<file path="src/rtl/dcache_axi_pkg.sv">
// Shared types and AXI constants for the data-cache refill/writeback bridge.
package dcache_axi_pkg;

    typedef enum logic [2:0] {
        ST_IDLE,
        ST_AR,
        ST_R,
        ST_RD_DONE,
        ST_AW,
        ST_W,
        ST_B,
        ST_WR_DONE
    } state_t;

    localparam int          LINE_WORDS     = 8;
    localparam logic [2:0]  LAST_BEAT      = 3'(LINE_WORDS - 1);
    localparam logic [1:0]  AXI_BURST_INCR = 2'b01;
    localparam logic [2:0]  AXI_SIZE_4B    = 3'b010;
    localparam logic [7:0]  AXI_LEN_LINE   = 8'd7;

endpackage

</file>
<file path="src/rtl/dcache_axi_bridge.sv">
// Converts data-cache line refill / dirty-line writeback requests into
// single 8-beat AXI4 INCR bursts; one transaction in flight at a time.
module dcache_axi_bridge
    import dcache_axi_pkg::*;
#(
    parameter int         OFFSET_LEN = 5,
    parameter logic [3:0] AXI_ID     = 4'd1
) (
    input  logic                             clk,
    input  logic                             rst,
    input  logic                             mem_read_req,
    input  logic [31:0]                      mem_addr,
    output logic [LINE_WORDS-1:0][31:0]      mass_data,
    output logic                             mem_gnt,
    input  logic                             mem_write_req,
    input  logic [31:0]                      wr_addr,
    input  logic [LINE_WORDS-1:0][31:0]      axi_wr,
    output logic                             wr_done,
    output logic [3:0]                       arid,
    output logic [31:0]                      araddr,
    output logic [7:0]                       arlen,
    output logic [2:0]                       arsize,
    output logic [1:0]                       arburst,
    output logic                             arvalid,
    input  logic                             arready,
    input  logic [31:0]                      rdata,
    input  logic                             rlast,
    input  logic                             rvalid,
    input  logic [1:0]                       rresp,
    output logic                             rready,
    output logic [3:0]                       awid,
    output logic [31:0]                      awaddr,
    output logic [7:0]                       awlen,
    output logic [2:0]                       awsize,
    output logic [1:0]                       awburst,
    output logic                             awvalid,
    input  logic                             awready,
    output logic [31:0]                      wdata,
    output logic [3:0]                       wstrb,
    output logic                             wlast,
    output logic                             wvalid,
    input  logic                             wready,
    input  logic                             bvalid,
    input  logic [1:0]                       bresp,
    output logic                             bready
);

    state_t                        state;
    logic [2:0]                    cnt;
    logic                          turn;
    logic [LINE_WORDS-1:0][31:0]   wr_line;
    logic                          take_wr;
    logic                          take_rd;

    assign arid    = AXI_ID;
    assign awid    = AXI_ID;
    assign arlen   = AXI_LEN_LINE;
    assign awlen   = AXI_LEN_LINE;
    assign arsize  = AXI_SIZE_4B;
    assign awsize  = AXI_SIZE_4B;
    assign arburst = AXI_BURST_INCR;
    assign awburst = AXI_BURST_INCR;
    assign wstrb   = 4'hF;

    // Completion and the response beat count are tracked by our own counter,
    // so the slave's rlast and response codes carry no information we use.
    logic unused_inputs;
    assign unused_inputs = ^{rlast, rresp, bresp,
                             mem_addr[OFFSET_LEN-1:0], wr_addr[OFFSET_LEN-1:0]};

    assign take_wr = (state == ST_IDLE) && !turn && mem_write_req;
    assign take_rd = (state == ST_IDLE) && !turn && !mem_write_req && mem_read_req;

    always_ff @(posedge clk) begin
        if (take_wr)
            wr_line <= axi_wr;
    end

    always_ff @(posedge clk or posedge rst) begin
        if (rst) begin
            state     <= ST_IDLE;
            cnt       <= 3'd0;
            turn      <= 1'b0;
            mass_data <= '0;
            mem_gnt   <= 1'b0;
            wr_done   <= 1'b0;
            araddr    <= 32'd0;
            arvalid   <= 1'b0;
            rready    <= 1'b0;
            awaddr    <= 32'd0;
            awvalid   <= 1'b0;
            wdata     <= 32'd0;
            wlast     <= 1'b0;
            wvalid    <= 1'b0;
            bready    <= 1'b0;
        end else begin
            case (state)
                ST_IDLE: begin
                    // The cycle after a done pulse is a dead cycle so a request
                    // the cache has not yet dropped is not taken twice.
                    turn <= 1'b0;
                    if (take_wr) begin
                        awaddr  <= {wr_addr[31:OFFSET_LEN], {OFFSET_LEN{1'b0}}};
                        awvalid <= 1'b1;
                        state   <= ST_AW;
                    end else if (take_rd) begin
                        araddr  <= {mem_addr[31:OFFSET_LEN], {OFFSET_LEN{1'b0}}};
                        arvalid <= 1'b1;
                        state   <= ST_AR;
                    end
                end
                ST_AR: begin
                    if (arready) begin
                        arvalid <= 1'b0;
                        rready  <= 1'b1;
                        cnt     <= 3'd0;
                        state   <= ST_R;
                    end
                end
                ST_R: begin
                    if (rvalid) begin
                        mass_data[cnt] <= rdata;
                        if (cnt == LAST_BEAT) begin
                            rready  <= 1'b0;
                            mem_gnt <= 1'b1;
                            cnt     <= 3'd0;
                            state   <= ST_RD_DONE;
                        end else begin
                            cnt <= cnt + 3'd1;
                        end
                    end
                end
                ST_RD_DONE: begin
                    mem_gnt <= 1'b0;
                    turn    <= 1'b1;
                    state   <= ST_IDLE;
                end
                ST_AW: begin
                    if (awready) begin
                        awvalid <= 1'b0;
                        wvalid  <= 1'b1;
                        wdata   <= wr_line[0];
                        wlast   <= 1'b0;
                        cnt     <= 3'd0;
                        state   <= ST_W;
                    end
                end
                ST_W: begin
                    if (wready) begin
                        if (cnt == LAST_BEAT) begin
                            wvalid <= 1'b0;
                            wlast  <= 1'b0;
                            bready <= 1'b1;
                            cnt    <= 3'd0;
                            state  <= ST_B;
                        end else begin
                            cnt   <= cnt + 3'd1;
                            wdata <= wr_line[cnt + 3'd1];
                            wlast <= ((cnt + 3'd1) == LAST_BEAT);
                        end
                    end
                end
                ST_B: begin
                    if (bvalid) begin
                        bready  <= 1'b0;
                        wr_done <= 1'b1;
                        state   <= ST_WR_DONE;
                    end
                end
                ST_WR_DONE: begin
                    wr_done <= 1'b0;
                    turn    <= 1'b1;
                    state   <= ST_IDLE;
                end
                default: state <= ST_IDLE;
            endcase
        end
    end

endmodule

</file>
<file path="config.mk">
export PLATFORM = sky130hd
export DESIGN_NAME = dcache_axi_bridge
export DESIGN_NICKNAME = d
export VERILOG_FILES = /design/src/rtl/dcache_axi_pkg.sv /design/src/rtl/dcache_axi_bridge.sv
export SDC_FILE = /design/constraint.sdc
export NUM_CORES = 1
export LEC_CHECK = 0
export ABC_AREA = 1
export ABC_CLOCK_PERIOD_IN_PS = 11800
export CAP_MARGIN = 20
export CELL_PAD_IN_SITES_DETAIL_PLACEMENT = 1
export CELL_PAD_IN_SITES_GLOBAL_PLACEMENT = 1
export CORE_AREA = 4 4 293 295
export DETAILED_ROUTE_END_ITERATION = 10
export DIE_AREA = 0 0 297 299
export DONT_BUFFER_PORTS = 1
export GPL_TIMING_DRIVEN = 1
export PLACE_DENSITY_LB_ADDON = 0.1
export SLEW_MARGIN = 0
export SYNTH_ARGS = -nofsm -noshare
export SYNTH_HDL_FRONTEND = slang
export SYNTH_SLANG_ARGS = --single-unit
</file>
<file path="constraint.sdc">
create_clock -name clk -period 11.8 [get_ports clk]
set_clock_uncertainty 0.1 [all_clocks]
set_input_delay 1.77 -clock clk [delete_from_list [all_inputs] [get_ports clk]]
set_output_delay 1.77 -clock clk [all_outputs]
set_load 0.02 [all_outputs]
</file>
---- Yosys cells after proc, flatten, opt, wreduce, memory -nomap -nowiden ----
Cells that the tools add are included.
storage, ports and cells
  input bits .............................. 366
  memory bits (writable) .................. 0
  word-level logic and storage cells ...... 139
  latch bits .............................. 0
  memories ................................ 0
  ROM bits ................................ 0
  flip-flop bits (word level) ............. 613
cells by class
  multiply operators ...................... 0
  bitwise operators ....................... 1
  div/mod/pow operators ................... 0
  equal/unequal tests ..................... 21
  shift operators ......................... 0
  $add $sub $neg .......................... 1
  order comparisons ....................... 3
  muxes and demuxes ....................... 51
  reductions and logical operators ........ 32
operators by type and width
  operator                                                                      number
  256-bit bitwise mux                                                           1
  32-bit two-way mux                                                            5
  32-bit binary-select mux with 3-bit select                                    1
  32-bit demux with 3-bit select                                                1
  32-bit one-hot mux with 2 select lines                                        1
  3-bit two-way mux                                                             14
  2-bit inequality test, second input constant                                  11
  3-bit one-hot mux with 7 select lines                                         1
  4-bit AND reduction                                                           5
  3-bit == test, second input constant                                          6
  1-bit one-hot mux with 2 select lines                                         9
  1-bit two-way mux                                                             17
  2-bit nonzero test                                                            8
  3-bit one-hot mux with 4 select lines                                         1
  3-bit AND reduction                                                           4
  3-bit by 4-bit less-than comparator with 1-bit output, second input constant  2
  8-bit AND reduction                                                           1
  3-bit by 2-bit == test with 1-bit output, second input constant               2
  2-bit AND reduction                                                           3
  1-bit logical AND                                                             5
  5-bit AND reduction                                                           1
  4-bit nonzero test                                                            1
  3-bit by 1-bit adder with 3-bit output, second input constant                 1
  3-bit by 1-bit == test with 1-bit output, second input constant               1
  6 further kinds                                                               7

---- Longest topological paths before layout ----
Gate-level depths: netlist (run 1).
  depth after elaboration ................. 7
  mapped depth ............................ 11

---- Worst setup path after synthesis (run 1) ----
OpenSTA, ideal clock, no wires.
  path kind ............................... input to register
  start point ............................. input mem_write_req
  end point ............................... register wr_line[0] (netlist name), enable pin
  setup time .............................. 0.507 ns
  arrival time ............................ 5.176 ns
  cell stages on the path ................. 4
  path slack .............................. 6.017 ns
  required time ........................... 11.193 ns
  cell sequence ........................... inv_1 -> nor2_1 -> buf_2 -> buf_2
on the way
  longest elaborated chain between the ends .. 1
ends and longest elaborated chain
  item                  RTL line                 RTL
  from (decl)           dcache_axi_bridge.sv:15  input logic mem_write_req,
  1-bit logical AND     dcache_axi_bridge.sv:71  assign take_wr = (state == ST_IDLE) && !turn && mem_write_req;
  via take_wr           dcache_axi_bridge.sv:52  logic take_wr;
  to (signal assigned)  dcache_axi_bridge.sv:76  wr_line <= axi_wr;
  to (decl)             dcache_axi_bridge.sv:51  logic [LINE_WORDS-1:0][31:0] wr_line;
The timed path passes the listed nets, and every way through them passes these cells.
A chain may end at the register's enable or synchronous reset.

---- Worst setup path after layout (run 1) ----
  start point ............................. input mem_write_req
  end point ............................... register wr_line[38] (netlist name), enable pin
on the way
  longest elaborated chain between the ends .. 1
ends and longest elaborated chain
  item               RTL line
  1-bit logical AND  dcache_axi_bridge.sv:71
No other way between the ends.

==> results of run 1 <==
[Yosys cell counts (20+ instances only)]
| library cell | number |
|---|---|
| buf_2 | 38 |
| inv_1 | 340 |
| edfxtp_1 | 256 |
| buf_4 | 49 |
| buf_1 | 20 |
| a21oi_1 | 37 |
| nand3_1 | 207 |
| o21ai_0 | 241 |
| o21ai_1 | 26 |
| dfrtp_1 | 357 |
| clkbuf_1 | 65 |
| nor2_1 | 44 |
| nand2_1 | 836 |
[final timing paths]
check	startpoint	endpoint	slack [ns]	depth (start not counted)
worst max-delay path	mem_write_req	wr_line[38]	8.02	4
worst min-delay path	state[1]	state[1]	0.51	2
worst max register to register	cnt[0]	wdata[2]	8.03	8
worst min register to register	state[1]	state[1]	0.51	2
max in group asynchronous	rst	mass_data[4]	8.39	3
min in group asynchronous	rst	mass_data[24]	1.07	1
[kinds of logic after synthesis]
kind of cell	after synthesis	share of synthesized area
simple gates	1101	0.1825
compound gates	307	0.06190
fa+ha+maj	3	0.001505
flops	613	0.6664
buf+inv	518	0.08743
other cells	2	0.0003011
[metal layers]
metal | up-vias | wire length (µm) | GRT usage
li1 | 7975 | - | -
met1 | 8199 | 31140 | 0.1990
met2 | 520 | 42820 | 0.3283
met3 | 163 | 7772 | 0.07984
met4 | 40 | 2571 | 0.05770
met5 | - | 255 | 0
[metrics by stage]
step	setup WS (ns)	area (µm²)	util
2_1_floorplan	0.02471	25120	-
3_3_place_gp	7.408	25760	0.3097
3_5_place_dp	7.369	25790	0.3101
4_1_cts	7.867	28120	0.3382
5_1_grt	7.683	28190	0.3390
6_report	8.022	28230	0.3395
[worst max-delay path: cells and delay by family]
kind | cells | cell delay [ns]
buffers and inverters | 3 | 1.52
AND/OR/NAND/NOR | 1 | 0.41
[final cells by class]
class                   instances  area [µm²]
fillers                      9305       54930
repair buffers                 22       222.7
clock inverters                23       236.5
well taps                    1080        1351
multi-input cells            1459        6339
clock buffers                 107        2097
flip-flops and latches        613       16620
inverters                     346        1314
diodes                         18       45.04
[registers in the layout, summed over array words and instances (netlist names), 3 cells and up]
name	cells
araddr	27
awaddr	27
cnt	3
mass_data	256
state	3
wdata	32
wr_line	256
[power by group]
part           switching, µW  internal [µW]  leakage, µW
registers                876           2720      0.00705
logic                    943            407      0.00500
clock network            903           1300      0.00115
total                   2720           4430       0.0132
==> run metrics, run 1 <==
post-synth top area cell=dfrtp_1; smallest hold slack=0.5100 ns; Synth Register Bits=613; NumNets Final=2883; critical path's slowest cell=buf_4; worst path required time=11.91 ns; Root Driver=clkbuf_16; CP Max Fanout=76; maxcap violations=0; RSZ-0062 raised after global routing=false; Setup CP Type=input port to register; max_slew headroom=0.2759; DRT iter0 DRCs=918; Hold-fix buffers, CTS=0; GRT Overall Usage=0.1849; Pre-antenna DRT Iters=5; register area share after synthesis=0.6664; Synth top area share=0.3582; min Tclk post-route=3.778 ns; most frequent cells in the layout=nand2_1, dfrtp_1, inv_1, edfxtp_1, o21ai_0; Crit path largest cell delay=0.89 ns; nature of the critical path endpoint=register; Hold Fails Final Rpt=0; largest net degree at the start of global routing=103; Worst Hold Class=register to register; ANT nets after route=0; setup bufs post-CTS=0; core region area=83160 µm²; TritonCTS Buffers=72; detailed-route wire length per cell=23.05 µm; Main synth FF type=dfrtp_1; placed cell count=3517; fin crit share=0.3201; Synth Area per Inst=9.805 µm²; Area Growth Syn to Fin=13.18%; startpoint types=input port; maximum clock insertion buffer count=3; LEAKAGE=0.01320 µW; DRC=0; Netlist cell types=25; Post-DP HPWL=59040 µm; Tot Pwr=7154 µW; most common cell after layout, fill and taps aside=nand2_1; Post-Layout Cell Count=3668; Vias=16900; yosys warns=0; Post-Synthesis Cells=2544; chip height=299 µm; row cnt=106; share of cells above drive strength 1=0.05759; mapped cell area=24940 µm²; vias in the first global route=17530; first-pass GRT wire length=123000 µm; port bufs=0; initial antenna violation count=42; CTS Sinks=613; Initial Utilization=0.2999; fin. max-slew vios=0; Fin Setup TNS=0 ns; PostCTS Resize Cnt=0; actual slew at the worst max-slew pin=1.086 ns; Die Wd=297 µm; io pins=764; TritonCTS clock tree=yes; WP data arrival=3.88 ns; global route overflow=0; RePlAce Congestion=0.8138; peak supply drop=0.1233 mV; cell mode on critical path=buf_4; Via density=4.607; number of synthesized flops with an enable pin=256; share of flip-flops with an asynchronous set or reset=0.5824; Max Freq=264.7 MHz; Die Area=88800 µm²; Routed WL=84560 µm; Final setup viols=0; clock slew at reported path FFs=0.06 ns; ranking of synthesized cells by area=dfrtp_1, edfxtp_1, nand2_1, inv_1, o21ai_0; ordered cell list for the critical path=inv_1 -> nor2_4 -> buf_4 -> buf_4; status=complete, no violations; power per cell area=253.4 nW/µm²; clock latency on the worst-skew pair=0.61 ns; CTS H-tree depth=3
(Power assumes the default switching activity.)
==> inputs of run 2 (changes only) <==
--- a/config.mk
+++ b/config.mk
@@ -5,14 +5,14 @@
 export SDC_FILE = /design/constraint.sdc
 export NUM_CORES = 1
 export LEC_CHECK = 0
-export ABC_AREA = 1
-export ABC_CLOCK_PERIOD_IN_PS = 11800
+export ABC_AREA = 0
+export ABC_CLOCK_PERIOD_IN_PS = 3200
 export CAP_MARGIN = 20
 export CELL_PAD_IN_SITES_DETAIL_PLACEMENT = 1
 export CELL_PAD_IN_SITES_GLOBAL_PLACEMENT = 1
-export CORE_AREA = 4 4 293 295
+export CORE_AREA = 4 4 299 301
 export DETAILED_ROUTE_END_ITERATION = 10
-export DIE_AREA = 0 0 297 299
+export DIE_AREA = 0 0 303 305
 export DONT_BUFFER_PORTS = 1
 export GPL_TIMING_DRIVEN = 1
 export PLACE_DENSITY_LB_ADDON = 0.1
==> constraint.sdc (replaced) <==
create_clock -name clk -period 3.2 [get_ports clk]
set_clock_uncertainty 0.1 [all_clocks]
set_input_delay 0.48 -clock clk [delete_from_list [all_inputs] [get_ports clk]]
set_output_delay 0.48 -clock clk [all_outputs]
set_load 0.02 [all_outputs]
==> run metrics, run 2 <==
nature of the critical path endpoint=register; peak supply drop=0.3924 mV; Pre-antenna DRT Iters=6; largest net degree at the start of global routing=109; Layout Utilization=0.3605; most common library cells after synthesis=dfrtp_1, edfxtp_1, mux2_2; Final setup viols=0; max_slew headroom=0.5295; DP Worst Slack=0.5147 ns; share of flip-flops with an asynchronous set or reset=0.5824; Vias=13290; Die Wd=303 µm; row cnt=108; Area Growth Syn to Fin=31.13%; Tot Pwr=25190 µW; yosys warns=0; family with the most delay on the worst path=adder cells; port bufs=0; Synth Register Bits=613; status=complete, no violations; ANT nets after route=0; io pins=764; setup bufs post-CTS=0; CP Max Fanout=14; Die Area=92420 µm²; Worst Hold Depth=2; WP data arrival=3.02 ns; fin. max-slew vios=0; most common cell after layout, fill and taps aside=dfrtp_1; DRT iter0 DRCs=544; vias in the first global route=14910; RePlAce Congestion=0.7523; startpoint types=register; GRT Overall Usage=0.1611; Routed WL=76580 µm; CTS H-tree depth=3; most common cell in the netlist=dfrtp_1; ranking of synthesized cells by area=dfrtp_1, edfxtp_1, mux2_2, mux4_2, mux2_1; CTS Sinks=613; TritonCTS Buffers=75; Main synth FF type=dfrtp_1; min Tclk post-route=2.618 ns; TritonCTS clock tree=yes; initial antenna violation count=19; Post-DP HPWL=54350 µm; Hold Fails Final Rpt=0; maxcap violations=0; R2R setup slack=0.58 ns; most frequent cells in the layout=dfrtp_1, dlygate4sd3_1, mux2_2, edfxtp_1, clkbuf_16; Setup CP Type=register to register; first-pass GRT wire length=108300 µm; Root Driver=clkbuf_16; Crit path largest cell delay=0.72 ns; clock slew at reported path FFs=0.06 ns; Filler cells=8650; mapped cell area=23810 µm²; DRC=0; PostCTS Resize Cnt=0; register area share after synthesis=0.6980; LEAKAGE=0.01293 µW; core region area=86620 µm²; Via density=4.506; hold worst-path end=bready; Max Freq=382.0 MHz; area of the multi-input gates=6600 µm²; Initial Utilization=0.2749; worst path required time=3.60 ns; fin crit share=0.8181; power per cell area=806.8 nW/µm²; ordered cell list for the critical path=ha_1 -> ha_2 -> buf_4 -> mux2i_1 -> a211oi_1 -> a21o_1; chip height=305 µm; Synth Area per Inst=18.01 µm²; Synth top area share=0.3752; Post-Synthesis Cells=1322; Setup WS post-layout=0.5820 ns; Worst Hold Class=input port to register; global route overflow=0; Reg area=16620 µm²; R2R Path End=wdata[17]; share of cells above drive strength 1=0.2748; post-synth top area cell=dfrtp_1; Top Registers=mass_data x256, wr_line x256, wdata x32; R2R Path Start=cnt[1]; detailed-route wire length per cell=25.97 µm; maximum clock insertion buffer count=3; actual slew at the worst max-slew pin=0.7058 ns; Register-to-Register Path Depth=6; Netlist cell types=44; number of synthesized flops with an enable pin=256; NumNets Final=2086; RSZ-0062 raised after global routing=false; clock latency on the worst-skew pair=0.61 ns; critical path's slowest cell=ha_2; min-delay src=wready; worst path bufs/invs=1
run 2: cells by family after synthesis:
group           synth area share
compound gates           0.02827
fa+ha+maj               0.001576
buf+inv                  0.03315
flops                     0.6980
mux                       0.2220
other cells            0.0003154
simple gates             0.01671
run 2: worst max-delay path by stage:
stage	startpoint	to	cells past startpoint
floorplan	rst	araddr[10]	1
global placement	cnt[1]	wdata[21]	6
detailed placement	cnt[1]	wdata[17]	6
CTS	cnt[1]	wdata[17]	6
global route	cnt[1]	wdata[15]	6
finish	cnt[1]	wdata[17]	6
run 2: repair_timing:
item,CTS,global route
endpoints found under the setup margin,0,0
endpoints found under the hold margin,577,0
hold buffers,347,0
run 2: cell type report:
type / instances / area share
Clock inverter: 32 / 0.009056
Timing Repair Buffer: 390 / 0.1308
Tap cell: 1155 / 0.04628
Multi-Input combinational cell: 628 / 0.2114
Clock buffer: 104 / 0.06720
Inverter: 9 / 0.001443
Sequential cell: 613 / 0.5324
Antenna cell: 18 / 0.001443
run 2: power breakdown:
group | leakage, µW | internal [µW] | switching, µW | total (µW)
combinational | 0.00467 | 2480 | 2510 | 5000
sequential | 0.00711 | 9760 | 2230 | 12000
clock | 0.00116 | 4840 | 3360 | 8200
run 2: stage by stage:
stage / area [µm²] / hold slack, ns / setup TNS (ns) / cells
2_1_floorplan: 23990 / 0.4152 / -772.66 / 1368
3_3_place_gp: 25330 / 0.2795 / 0 / 2448
3_5_place_dp: 25330 / 0.2858 / 0 / 2448
4_1_cts: 31180 / 0.005502 / 0 / 2931
5_1_grt: 31220 / 0.06737 / 0 / 2946
6_report: 31220 / 0.05364 / 0 / 2949
run 2: worst register-to-register path, cell delays in order (launching register included):
cell and delay (ns):
dfrtp_1 0.57, ha_1 0.29, ha_2 0.72, buf_4 0.34, mux2i_1 0.24, a211oi_1 0.09, a21o_1 0.16
run 2: routing by layer:
metal	global-route usage	wire length (µm)
met3	0.05702	6427
met1	0.1674	26820
met2	0.2933	40430
met4	0.06493	2863
met5	0	34
